<file path="config.mk">
export PLATFORM = sky130hd
export DESIGN_NAME = serial_addsub
export DESIGN_NICKNAME = d
export VERILOG_FILES = /design/src/rtl/serial_addsub.sv
export SDC_FILE = /design/constraint.sdc
export NUM_CORES = 1
export LEC_CHECK = 0
export BUFFER_PORTS_ARGS = -buffer_cell sky130_fd_sc_hd__clkbuf_2
export CORE_MARGIN = 1
export CORE_UTILIZATION = 25
export CTS_CLUSTER_SIZE = 20
export DETAILED_ROUTE_END_ITERATION = 6
export PLACE_DENSITY_LB_ADDON = 0.05
export SLEW_MARGIN = 10
export SYNTH_ARGS = -nofsm -noshare
export SYNTH_HDL_FRONTEND = slang
export SYNTH_SLANG_ARGS = --single-unit
</file>
<file path="constraint.sdc">
create_clock -name clk -period 2.85 [get_ports clk]
set_input_delay 0.57 -clock clk [delete_from_list [all_inputs] [get_ports clk]]
set_output_delay 0.57 -clock clk [all_outputs]
set_load 0.1 [all_outputs]
</file>
<file path="src/rtl/serial_addsub.sv">
// Multi-cycle add/subtract: a DIGIT-bit ripple slice reused over WIDTH/DIGIT
// cycles, with valid/ready handshakes on input and output.
`timescale 1ns/1ps

module serial_addsub #(
  parameter int WIDTH = 8,
  parameter int DIGIT = 1
) (
  input  logic             clk,
  input  logic             rst,
  input  logic             in_valid,
  output logic             in_ready,
  input  logic [WIDTH-1:0] a,
  input  logic [WIDTH-1:0] b,
  input  logic             sub,
  output logic [WIDTH-1:0] s,
  output logic             cout,
  output logic             ovf,
  output logic             out_valid,
  input  logic             out_ready
);

  localparam int N  = WIDTH / DIGIT;
  localparam int CW = (N > 1) ? $clog2(N) : 1;
  localparam logic [CW-1:0] LAST = CW'(N - 1);

  typedef enum logic [1:0] {IDLE, RUN, DONE} state_t;

  state_t           state_q, state_d;
  logic             accept;
  logic             last_step;
  logic [WIDTH-1:0] a_q, b_q, res_q, res_next;
  logic             carry_q, cout_q, ovf_q;
  logic [CW-1:0]    cnt_q;
  logic [DIGIT:0]   dsum;
  logic             cm;

  assign accept    = (state_q == IDLE) && in_valid;
  assign last_step = (state_q == RUN) && (cnt_q == LAST);

  // NOTE: sequential state uses non-blocking assignments so every register samples pre-edge values.
  always_ff @(posedge clk) begin
    if (rst) state_q <= IDLE;
    else     state_q <= state_d;
  end

  // NOTE: every output of this block gets a default first, so no latch can be inferred.
  always_comb begin
    state_d   = state_q;
    in_ready  = 1'b0;
    out_valid = 1'b0;
    unique case (state_q)
      IDLE: begin
        in_ready = 1'b1;
        if (in_valid) state_d = RUN;
      end
      RUN: begin
        if (cnt_q == LAST) state_d = DONE;
      end
      DONE: begin
        out_valid = 1'b1;
        if (out_ready) state_d = IDLE;
      end
      default: state_d = IDLE;
    endcase
  end

  // One digit of ripple add; the carry into the digit MSB is recovered from its sum bit.
  assign dsum = {1'b0, a_q[DIGIT-1:0]} + {1'b0, b_q[DIGIT-1:0]} + {{DIGIT{1'b0}}, carry_q};
  assign cm   = dsum[DIGIT-1] ^ a_q[DIGIT-1] ^ b_q[DIGIT-1];

  // Sum digits enter from the top so the first (least significant) digit ends at the bottom.
  generate
    if (DIGIT == WIDTH) begin : g_single
      assign res_next = dsum[DIGIT-1:0];
    end else begin : g_multi
      assign res_next = {dsum[DIGIT-1:0], res_q[WIDTH-1:DIGIT]};
    end
  endgenerate

  always_ff @(posedge clk) begin
    if (rst) begin
      a_q     <= '0;
      b_q     <= '0;
      res_q   <= '0;
      carry_q <= 1'b0;
      cnt_q   <= '0;
      cout_q  <= 1'b0;
      ovf_q   <= 1'b0;
    end else if (accept) begin
      // Subtraction is a + ~b + 1: invert b here and seed the carry with sub.
      a_q     <= a;
      b_q     <= sub ? ~b : b;
      carry_q <= sub;
      cnt_q   <= '0;
      res_q   <= '0;
    end else if (state_q == RUN) begin
      a_q     <= a_q >> DIGIT;
      b_q     <= b_q >> DIGIT;
      res_q   <= res_next;
      carry_q <= dsum[DIGIT];
      cnt_q   <= cnt_q + CW'(1);
      if (last_step) begin
        cout_q <= dsum[DIGIT];
        ovf_q  <= cm ^ dsum[DIGIT];
      end
    end
  end

  assign s    = res_q;
  assign cout = cout_q;
  assign ovf  = ovf_q;

endmodule

</file>
==> impl_metrics.yaml, run 1 <==
die:
  dieHeight_um: 79.3
  die_w_um: 79.3
  ios: 33
  core_area_um2: 5640
  die-area_um2: 6280
  initial_core_util: 0.265
  num_rows: 27
drt:
  detail-route-antenna-nets: 0
  drc: 0
  firstDrtPassIters: 4
  routedWlPerCell_um: 12.4
  drt_iter0_drc: 36
  avgViaCountPerCell: 4.61
  wirelength_um: 3390
  via_count: 1264
timing:
  hold_viol_final: 0
  max-slew-margin-rel: 0.467
  setup_viol: 0
  tightest_slew_ns: 0.799
  period_share: 0.755
  max_freq_ghz: 0.464
  rsz0062_at_grt: "no"
  slew_viol_final: 0
  skew_ns: 0.0105
  fin_tns_setup_ns: 0
  fin_hold_ws_ns: 0.457
  min_period_ns: 2.15
clock_tree:
  cts_buffer_depth: 2
  cts_num_sinks: 32
  clock_latency_ns: 0.28
  cts_tree: "yes"
  path_clk_slew_ns: 0.07
  numCtsBuffers: 5
  hold_buffers: 0
  cts_htree_levels: 2
  cts_root_buffer: "clkbuf_8"
  cts_setup_buffers: 0
  cts_resized: 0
grt:
  grt_max_degree: 24
  grtUsageTotal: 0.119
  antenna_found_initial: 0
  first_global_vias: 1239
  grt_pass1_wl_um: 5780
  grt_remaining_overflow: 0
layout:
  multi_input_area_um2: 762
  final_cells: 274
  fillerInstances: 618
  fin_nets: 225
  areaGrowthSynthToFinish_pct: 18.0
  n_antenna_cell: 0
  drive_gt1_frac: 0.208
  seqCellArea_um2: 641
setup_path:
  cp-start-kind: "register"
  crit_type: "register to primary output"
  cp_cell_sequence: "nor2b_1 -> clkbuf_2"
  rrSetupSlack_ns: 0.90
  crit_required_ns: 2.28
  worst-path-max-fanout: 19
  cp_slowest_stage_delay_ns: 0.74
  rr_startpoint: "state_q[0]$_SDFFE_PP0P_"
  reg2reg_depth: 3
  arrival_ns: 1.58
  r2r_end: "cnt_q[2]$_SDFFE_PP0N_"
  cpMaxStageDelayCell: "dfxtp_1"
  critPathCaptureType: "primary output"
power:
  power.switching_mw: 0.281
  internal_power_mw: 0.727
  netSwitchingFraction: 0.279
  powerDensity_nw_per_um2: 572
  leakagePower_nw: 0.684
  p_seq_frac: 0.489
  p_total_mw: 1.01
  irDropWorstVdd_mv: 0.247
  p_comb_frac: 0.148
  pwr-share-clk: 0.363
yosys:
  syn_area_per_cell_um2: 8.48
  ys_ff_latch: 32
  synth.cell_area_um2: 1490
  yosysSeqAreaShare: 0.429
  synth_xor_area_frac: 0.0704
  muxShareOfSynthArea: 0.00671
  synth.distinct_cells: 28
  synthSimpleGateAreaFrac: 0.211
  synth_adder_area_share: 0.0302
  syn-num-nets: 200
  postSynthCellCount: 176
  yosysWarnings: 0
  synth_compound_area_frac: 0.192
  synth_top_family_by_area: "simple AND/OR/NAND/NOR gates"
flow_run:
  maxCapViolCount: 0
placement:
  gp_congestion: 0.709
  hpwl_um: 2350
  io_buffers: 32
  dp_cells: 266
run_status:
  status: "completed"
hold_path:
  min_from: "s[0]$_SDFFE_PP0N_"
  min_path_type: "register to register"
  hold_path_end: "s[0]$_SDFFE_PP0N_"
  min_path_cells: 2
state kept, by name, summed over array words and instances, names as in the netlist:
register	flops
a_q	8
b_q	8
s	8
cnt_q	3
state_q	2
carry_q	1
cout	1
ovf	1
final cells by class:
| type | count | share of cell area |
|---|---|---|
| Clock buffer | 7 | 0.0490 |
| Multi-Input combinational cell | 127 | 0.433 |
| Inverter | 2 | 0.00426 |
| Tap cell | 72 | 0.0511 |
| Sequential cell | 32 | 0.364 |
| Timing Repair Buffer | 33 | 0.0952 |
| Clock inverter | 1 | 0.00426 |
cell families (layout without fill, tap and decap cells):
kind of cell,after synthesis,in the layout
flops,32,32
xor+xnor,12,12
buf+inv,17,43
fa+ha+maj,3,3
compound gates,44,44
simple gates,67,67
mux,1,1
layer usage:
metal / global-route usage / vias to the layer above / share of wire
met5: 0 / - / 0
met4: 0.0545 / 0 / 0.017
met3: 0.0368 / 6 / 0.041
met2: 0.186 / 22 / 0.46
met1: 0.149 / 589 / 0.48
li1: - / 647 / -
power by group through the flow:
stage | Sequential, mW | Clock, mW | Combinational (mW)
floorplan | 0.500 | 0 | 0.119
CTS | 0.493 | 0.384 | 0.151
global placement | 0.502 | 0 | 0.149
global route | 0.497 | 0.407 | 0.167
finish | 0.493 | 0.366 | 0.149
detailed placement | 0.503 | 0 | 0.151
per-stage QoR:
step,util,area (µm²),setup slack [ns]
floorplan,-,1490,0.292
global placement,0.296,1670,0.881
detailed placement,0.296,1670,0.854
CTS,0.312,1760,0.659
global route,0.312,1760,0.576
finish,0.312,1760,0.697
cells in the final DEF, fill, tap and decap left out, types with 2 or more instances in the layout:
cell,count
a21oi_1,18
a22oi_1,7
a311oi_1,6
clkbuf_2,32
clkbuf_8,6
dfxtp_1,32
ha_1,2
inv_1,2
nand2_1,33
nand2b_1,4
nand3_1,2
nand3b_1,9
nor2_1,13
nor2b_1,4
o21a_1,2
o21ai_0,7
xnor2_1,4
xor2_1,8
cells in the mapped netlist:
master,n,area [µm²]
nand2_1,33,124
dfxtp_1,32,641
a21oi_1,18,90.1
nor2_1,13,48.8
nand3b_1,9,67.6
xor2_1,8,70.1
a22oi_1,7,52.6
o21ai_0,7,35.0
a311oi_1,6,52.6
buf_2,6,30.0
clkbuf_1,6,22.5
nand2b_1,4,25.0
nor2b_1,4,25.0
xnor2_1,4,35.0
buf_6,2,22.5
ha_1,2,25.0
inv_1,2,7.51
nand3_1,2,10.0
o21a_1,2,15.0
a21o_1,1,7.51
a311oi_2,1,15.0
buf_4,1,7.51
fa_1,1,20.0
mux2i_1,1,10.0
o21bai_1,1,7.51
o221a_2,1,11.3
or2_0,1,6.26
or3b_1,1,8.76
critical path: cells and delay by family, from the launching register on:
kind | cells | cell delay, ns
AND/OR/NAND/NOR | 1 | 0.15
flip-flops | 1 | 0.74
buffers and inverters | 1 | 0.41
worst max-delay path by stage:
stage,endpoint,cells past startpoint,slack (ns),start
2_1_floorplan,out_valid,2,0.29,state_q[1]$_SDFFE_PP0P_
3_3_place_gp,cnt_q[0]$_SDFFE_PP0N_,4,0.88,in_valid
3_5_place_dp,cnt_q[2]$_SDFFE_PP0N_,4,0.85,in_valid
4_1_cts,out_valid,2,0.66,state_q[0]$_SDFFE_PP0P_
5_1_grt,out_valid,2,0.58,state_q[0]$_SDFFE_PP0P_
6_report,out_valid,2,0.70,state_q[0]$_SDFFE_PP0P_
No activity file was read; power rests on OpenSTA's default activity.
==> run 2, diff against run 1 <==
--- a/config.mk
+++ b/config.mk
@@ -5,6 +5,7 @@
 export SDC_FILE = /design/constraint.sdc
 export NUM_CORES = 1
 export LEC_CHECK = 0
+export ABC_AREA = 1
 export BUFFER_PORTS_ARGS = -buffer_cell sky130_fd_sc_hd__clkbuf_2
 export CORE_MARGIN = 1
 export CORE_UTILIZATION = 25
==> constraint.sdc (replaced) <==
create_clock -name clk -period 2.2 [get_ports clk]
set_input_delay 0.44 -clock clk [delete_from_list [all_inputs] [get_ports clk]]
set_output_delay 0.44 -clock clk [all_outputs]
set_load 0.1 [all_outputs]
==> run 2 against run 1 <==
Synthesized cell count up 38%. Routed wire length up 8.7%. Area after synthesis up 6.1%. Largest cell class unchanged.
==> impl_metrics.yaml, run 2 <==
clock_tree:
  cts_num_sinks: 32
  cts_setup_buffers: 0
  numCtsBuffers: 5
  hold_buffers: 0
  cts_root_buffer: "clkbuf_8"
  path_clk_slew_ns: 0.07
  cts_tree: "yes"
  clock_latency_ns: 0.28
  cts_buffer_depth: 2
  cts_htree_levels: 2
  cts_resized: 0
drt:
  drc: 0
  via_count: 1467
  routedWlPerCell_um: 10.5
  wirelength_um: 3680
  detail-route-antenna-nets: 0
  avgViaCountPerCell: 4.17
  firstDrtPassIters: 4
  drt_iter0_drc: 59
power:
  powerDensity_nw_per_um2: 699
  leakagePower_nw: 0.975
  irDropWorstVdd_mv: 0.242
setup_path:
  critPathCaptureType: "primary output"
  crit_type: "register to primary output"
  arrival_ns: 1.40
  cp-start-kind: "register"
  crit_required_ns: 1.76
  worst-path-max-fanout: 3
timing:
  skew_ns: 0.00805
  min_period_ns: 1.84
  setup_viol: 0
  slew_viol_final: 0
  max_freq_ghz: 0.544
  fin_tns_setup_ns: 0
  rsz0062_at_grt: "no"
  max-slew-margin-rel: 0.636
  layout_setup_ws_ns: 0.361
  hold_viol_final: 0
  tightest_slew_ns: 0.545
  fin_hold_ws_ns: 0.395
  period_share: 0.836
yosys:
  synth.cell_area_um2: 1580
  yosysSeqAreaShare: 0.404
  dominantRegCellSynth: "dfxtp_1"
  ys_ff_latch: 32
  yosysWarnings: 0
  syn-num-nets: 266
  synthTopCellsByCount: "nand2_1, dfxtp_1, inv_1"
  synth_area_leader_cell: "dfxtp_1"
  postSynthCellCount: 242
  syn_area_per_cell_um2: 6.55
  synth_edf_count: 0
  synth.distinct_cells: 21
  synth_top_area_frac: 0.404
  synth.area.top_cells: "dfxtp_1, nand2_1, a21oi_1"
  async_reset_ff_frac: 0
  synth_most_common_cell: "nand2_1"
layout:
  final_cells: 352
  n_antenna_cell: 0
  areaGrowthSynthToFinish_pct: 20.4
  layout_commonest_cell: "nand2_1"
  layout_common_cells: "nand2_1, dfxtp_1, clkbuf_2"
  postLayoutCellArea_um2: 1910
  seqCellArea_um2: 641
  multi_input_area_um2: 769
  drive_gt1_frac: 0.184
  fin_nets: 301
  fillerInstances: 704
grt:
  first_global_vias: 1364
  antenna_found_initial: 0
  grtUsageTotal: 0.127
  grt_remaining_overflow: 0
  grt_max_degree: 23
  grt_pass1_wl_um: 6370
placement:
  gp_congestion: 0.629
  dpl-instance-area_um2: 1810
  hpwl_um: 2550
  io_buffers: 32
  dp_cells: 345
  dp_slack_ns: 0.655
die:
  die_w_um: 81.6
  ios: 33
  core_area_um2: 6030
  num_rows: 28
  dieHeight_um: 81.6
  die-area_um2: 6660
  initial_core_util: 0.263
run_status:
  status: "completed"
hold_path:
  min_path_type: "input port to register"
flow_run:
  maxCapViolCount: 0
==> run 2: cells by family after synthesis <==
kind of cell / count (synthesis) / synth area share
simple gates: 138 / 0.348
buf+inv: 39 / 0.111
flops: 32 / 0.404
compound gates: 27 / 0.0916
xor+xnor: 3 / 0.0166
fa+ha+maj: 3 / 0.0284
==> run 2: per-stage QoR <==
step                      total power [mW]  utilization
after floorplan                      0.803            -
after global placement               0.864        0.300
after detailed placement             0.863        0.300
after CTS                             1.36        0.316
after global routing                  1.41        0.316
final                                 1.33        0.316
==> run 2: critical path, cell delays in order, from the launching register on <==
cell	delay [ns]
dfxtp_1	0.43
inv_1	0.12
nor2_2	0.11
clkbuf_2	0.46
==> run 2: power breakdown <==
part / leakage, nW / internal, mW / switching (mW)
clock network: 0.0503 / 0.278 / 0.209
registers: 0.261 / 0.607 / 0.0195
logic: 0.663 / 0.0767 / 0.142
==> run 2: layout make-up <==
cell class,count,area share
inverter,31,0.0610
timing repair buffer,36,0.0997
multi-input combinational,171,0.404
tap,75,0.0492
clock buffer,7,0.0505
sequential,32,0.336
==> run 2: layer usage <==
metal / global-route usage / routed length, µm / vias to the layer above
met5: 0 / 0 / -
met4: 0.0474 / 43 / 0
met3: 0.0378 / 169 / 5
met2: 0.188 / 1550 / 24
met1: 0.172 / 1920 / 637
li1: - / - / 801
==> run 2: final timing paths <==
kind / slack [ns] / to / cells past startpoint / from
max: 0.36 / out_valid / 3 / state_q[1]$_SDFFE_PP0P_
min: 0.39 / a_q[7]$_SDFFE_PP0P_ / 3 / a[7]
max reg2reg: 0.75 / s[0]$_SDFFE_PP0N_ / 5 / state_q[0]$_SDFFE_PP0P_
min reg2reg: 0.47 / cout$_SDFFE_PP0P_ / 2 / cout$_SDFFE_PP0P_
==> run 3, diff against run 2 <==
==> constraint.sdc (replaced) <==
create_clock -name clk -period 1.73 [get_ports clk]
set_input_delay 0.346 -clock clk [delete_from_list [all_inputs] [get_ports clk]]
set_output_delay 0.346 -clock clk [all_outputs]
set_load 0.1 [all_outputs]
==> run 3 against run 2 <==
Sequential power rose by 27%. Sequential share of layout area shrank 0.54 points. Total power is 26% higher. Critical path depth stayed put. Global-route usage decreased by 0.23 points. Critical endpoint unchanged. Largest cell class unchanged.
==> impl_metrics.yaml, run 3 (synthesized netlist as in run 2, its figures left out) <==
run_status:
  status: "completed"
layout:
  drive_gt1_frac: 0.183
  layout_commonest_cell: "nand2_1"
  fillerInstances: 696
  n_antenna_cell: 0
  postLayoutCellArea_um2: 1940
  layout_common_cells: "nand2_1, dfxtp_1, clkbuf_2"
  fin_nets: 302
  areaGrowthSynthToFinish_pct: 22.4
timing:
  rsz0062_at_grt: "no"
  fin_tns_setup_ns: 0
  hold_viol_final: 0
  max_freq_ghz: 0.625
  period_share: 0.924
  slew_viol_final: 0
  layout_setup_ws_ns: 0.131
  max-slew-margin-rel: 0.640
  min_period_ns: 1.60
  setup_viol: 0
  tightest_slew_ns: 0.542
  fin_hold_ws_ns: 0.286
  skew_ns: 0.00197
placement:
  gp_congestion: 0.727
  hpwl_um: 2600
  io_buffers: 32
  dpl-instance-area_um2: 1850
  dp_slack_ns: 0.315
die:
  num_rows: 28
  dieHeight_um: 81.6
  core_area_um2: 6030
  die_w_um: 81.6
  die-area_um2: 6660
  ios: 33
  initial_core_util: 0.263
drt:
  drc: 0
  routedWlPerCell_um: 10.3
  drt_iter0_drc: 42
  via_count: 1482
  avgViaCountPerCell: 4.19
  firstDrtPassIters: 6
  wirelength_um: 3660
  detail-route-antenna-nets: 0
power:
  powerDensity_nw_per_um2: 866
  leakagePower_nw: 0.982
  irDropWorstVdd_mv: 0.335
clock_tree:
  clock_latency_ns: 0.28
  cts_htree_levels: 2
  cts_buffer_depth: 2
  cts_num_sinks: 32
  cts_setup_buffers: 0
  numCtsBuffers: 5
  cts_resized: 0
  cts_tree: "yes"
  path_clk_slew_ns: 0.07
  cts_root_buffer: "clkbuf_8"
  hold_buffers: 0
grt:
  first_global_vias: 1390
  grt_pass1_wl_um: 6200
  grtUsageTotal: 0.124
  grt_max_degree: 20
  antenna_found_initial: 0
  grt_remaining_overflow: 0
hold_path:
  min_path_type: "input port to register"
setup_path:
  worst-path-max-fanout: 3
  critPathCaptureType: "primary output"
  crit_required_ns: 1.38
  crit_type: "register to primary output"
  cp-start-kind: "register"
  arrival_ns: 1.25
flow_run:
  maxCapViolCount: 0
[run 3: cell count changes in the layout (fill, tap and decap cells not counted)]
cell | before | now
buf_12 | 0 | 2
buf_4 | 4 | 5
clkbuf_1 | 0 | 2
clkbuf_2 | 32 | 30
clkbuf_8 | 7 | 6
[run 3: per-stage QoR]
step / cells / utilization / power, mW
final: 354 / 0.322 / 1.68
after global routing: 354 / 0.322 / 1.77
after CTS: 354 / 0.322 / 1.71
after detailed placement: 346 / 0.307 / 1.10
after global placement: 346 / 0.307 / 1.10
after floorplan: 242 / - / 1.02
[run 3: path summary, 6_finish.rpt]
path,startpoint,to,slack (ns),cells past startpoint
max,state_q[1]$_SDFFE_PP0P_,out_valid,0.13,3
min,a[7],a_q[7]$_SDFFE_PP0P_,0.29,3
max reg2reg,b_q[0]$_SDFFE_PP0P_,ovf$_SDFFE_PP0P_,0.31,7
min reg2reg,s[0]$_SDFFE_PP0N_,s[0]$_SDFFE_PP0N_,0.46,2
[run 3: report_power, final]
| group | internal [mW] | leakage, nW | switching, mW |
|---|---|---|---|
| logic | 0.105 | 0.675 | 0.179 |
| clock network | 0.324 | 0.0455 | 0.273 |
| registers | 0.772 | 0.261 | 0.0249 |
| total | 1.20 | 0.982 | 0.476 |
[run 3: area by class of cell]
type / count / area, µm² / share of cell area
Inverter: 31 / 116 / 0.0600
Clock buffer: 8 / 90.1 / 0.0465
Sequential cell: 32 / 641 / 0.331
Timing Repair Buffer: 37 / 228 / 0.117
Multi-Input combinational cell: 171 / 769 / 0.397
Tap cell: 75 / 93.8 / 0.0484
[run 3: critical path, stage by stage (launching register included)]
cell and delay, ns:
dfxtp_1 0.45, inv_1 0.13, nor2_2 0.19, buf_12 0.20
[run 3: routing by layer]
layer	track usage	routed length [µm]	vias up
met5	0	0	-
met4	0.0649	103	0
met3	0.0367	157	11
met1	0.162	1900	638
li1	-	-	802
met2	0.184	1500	31
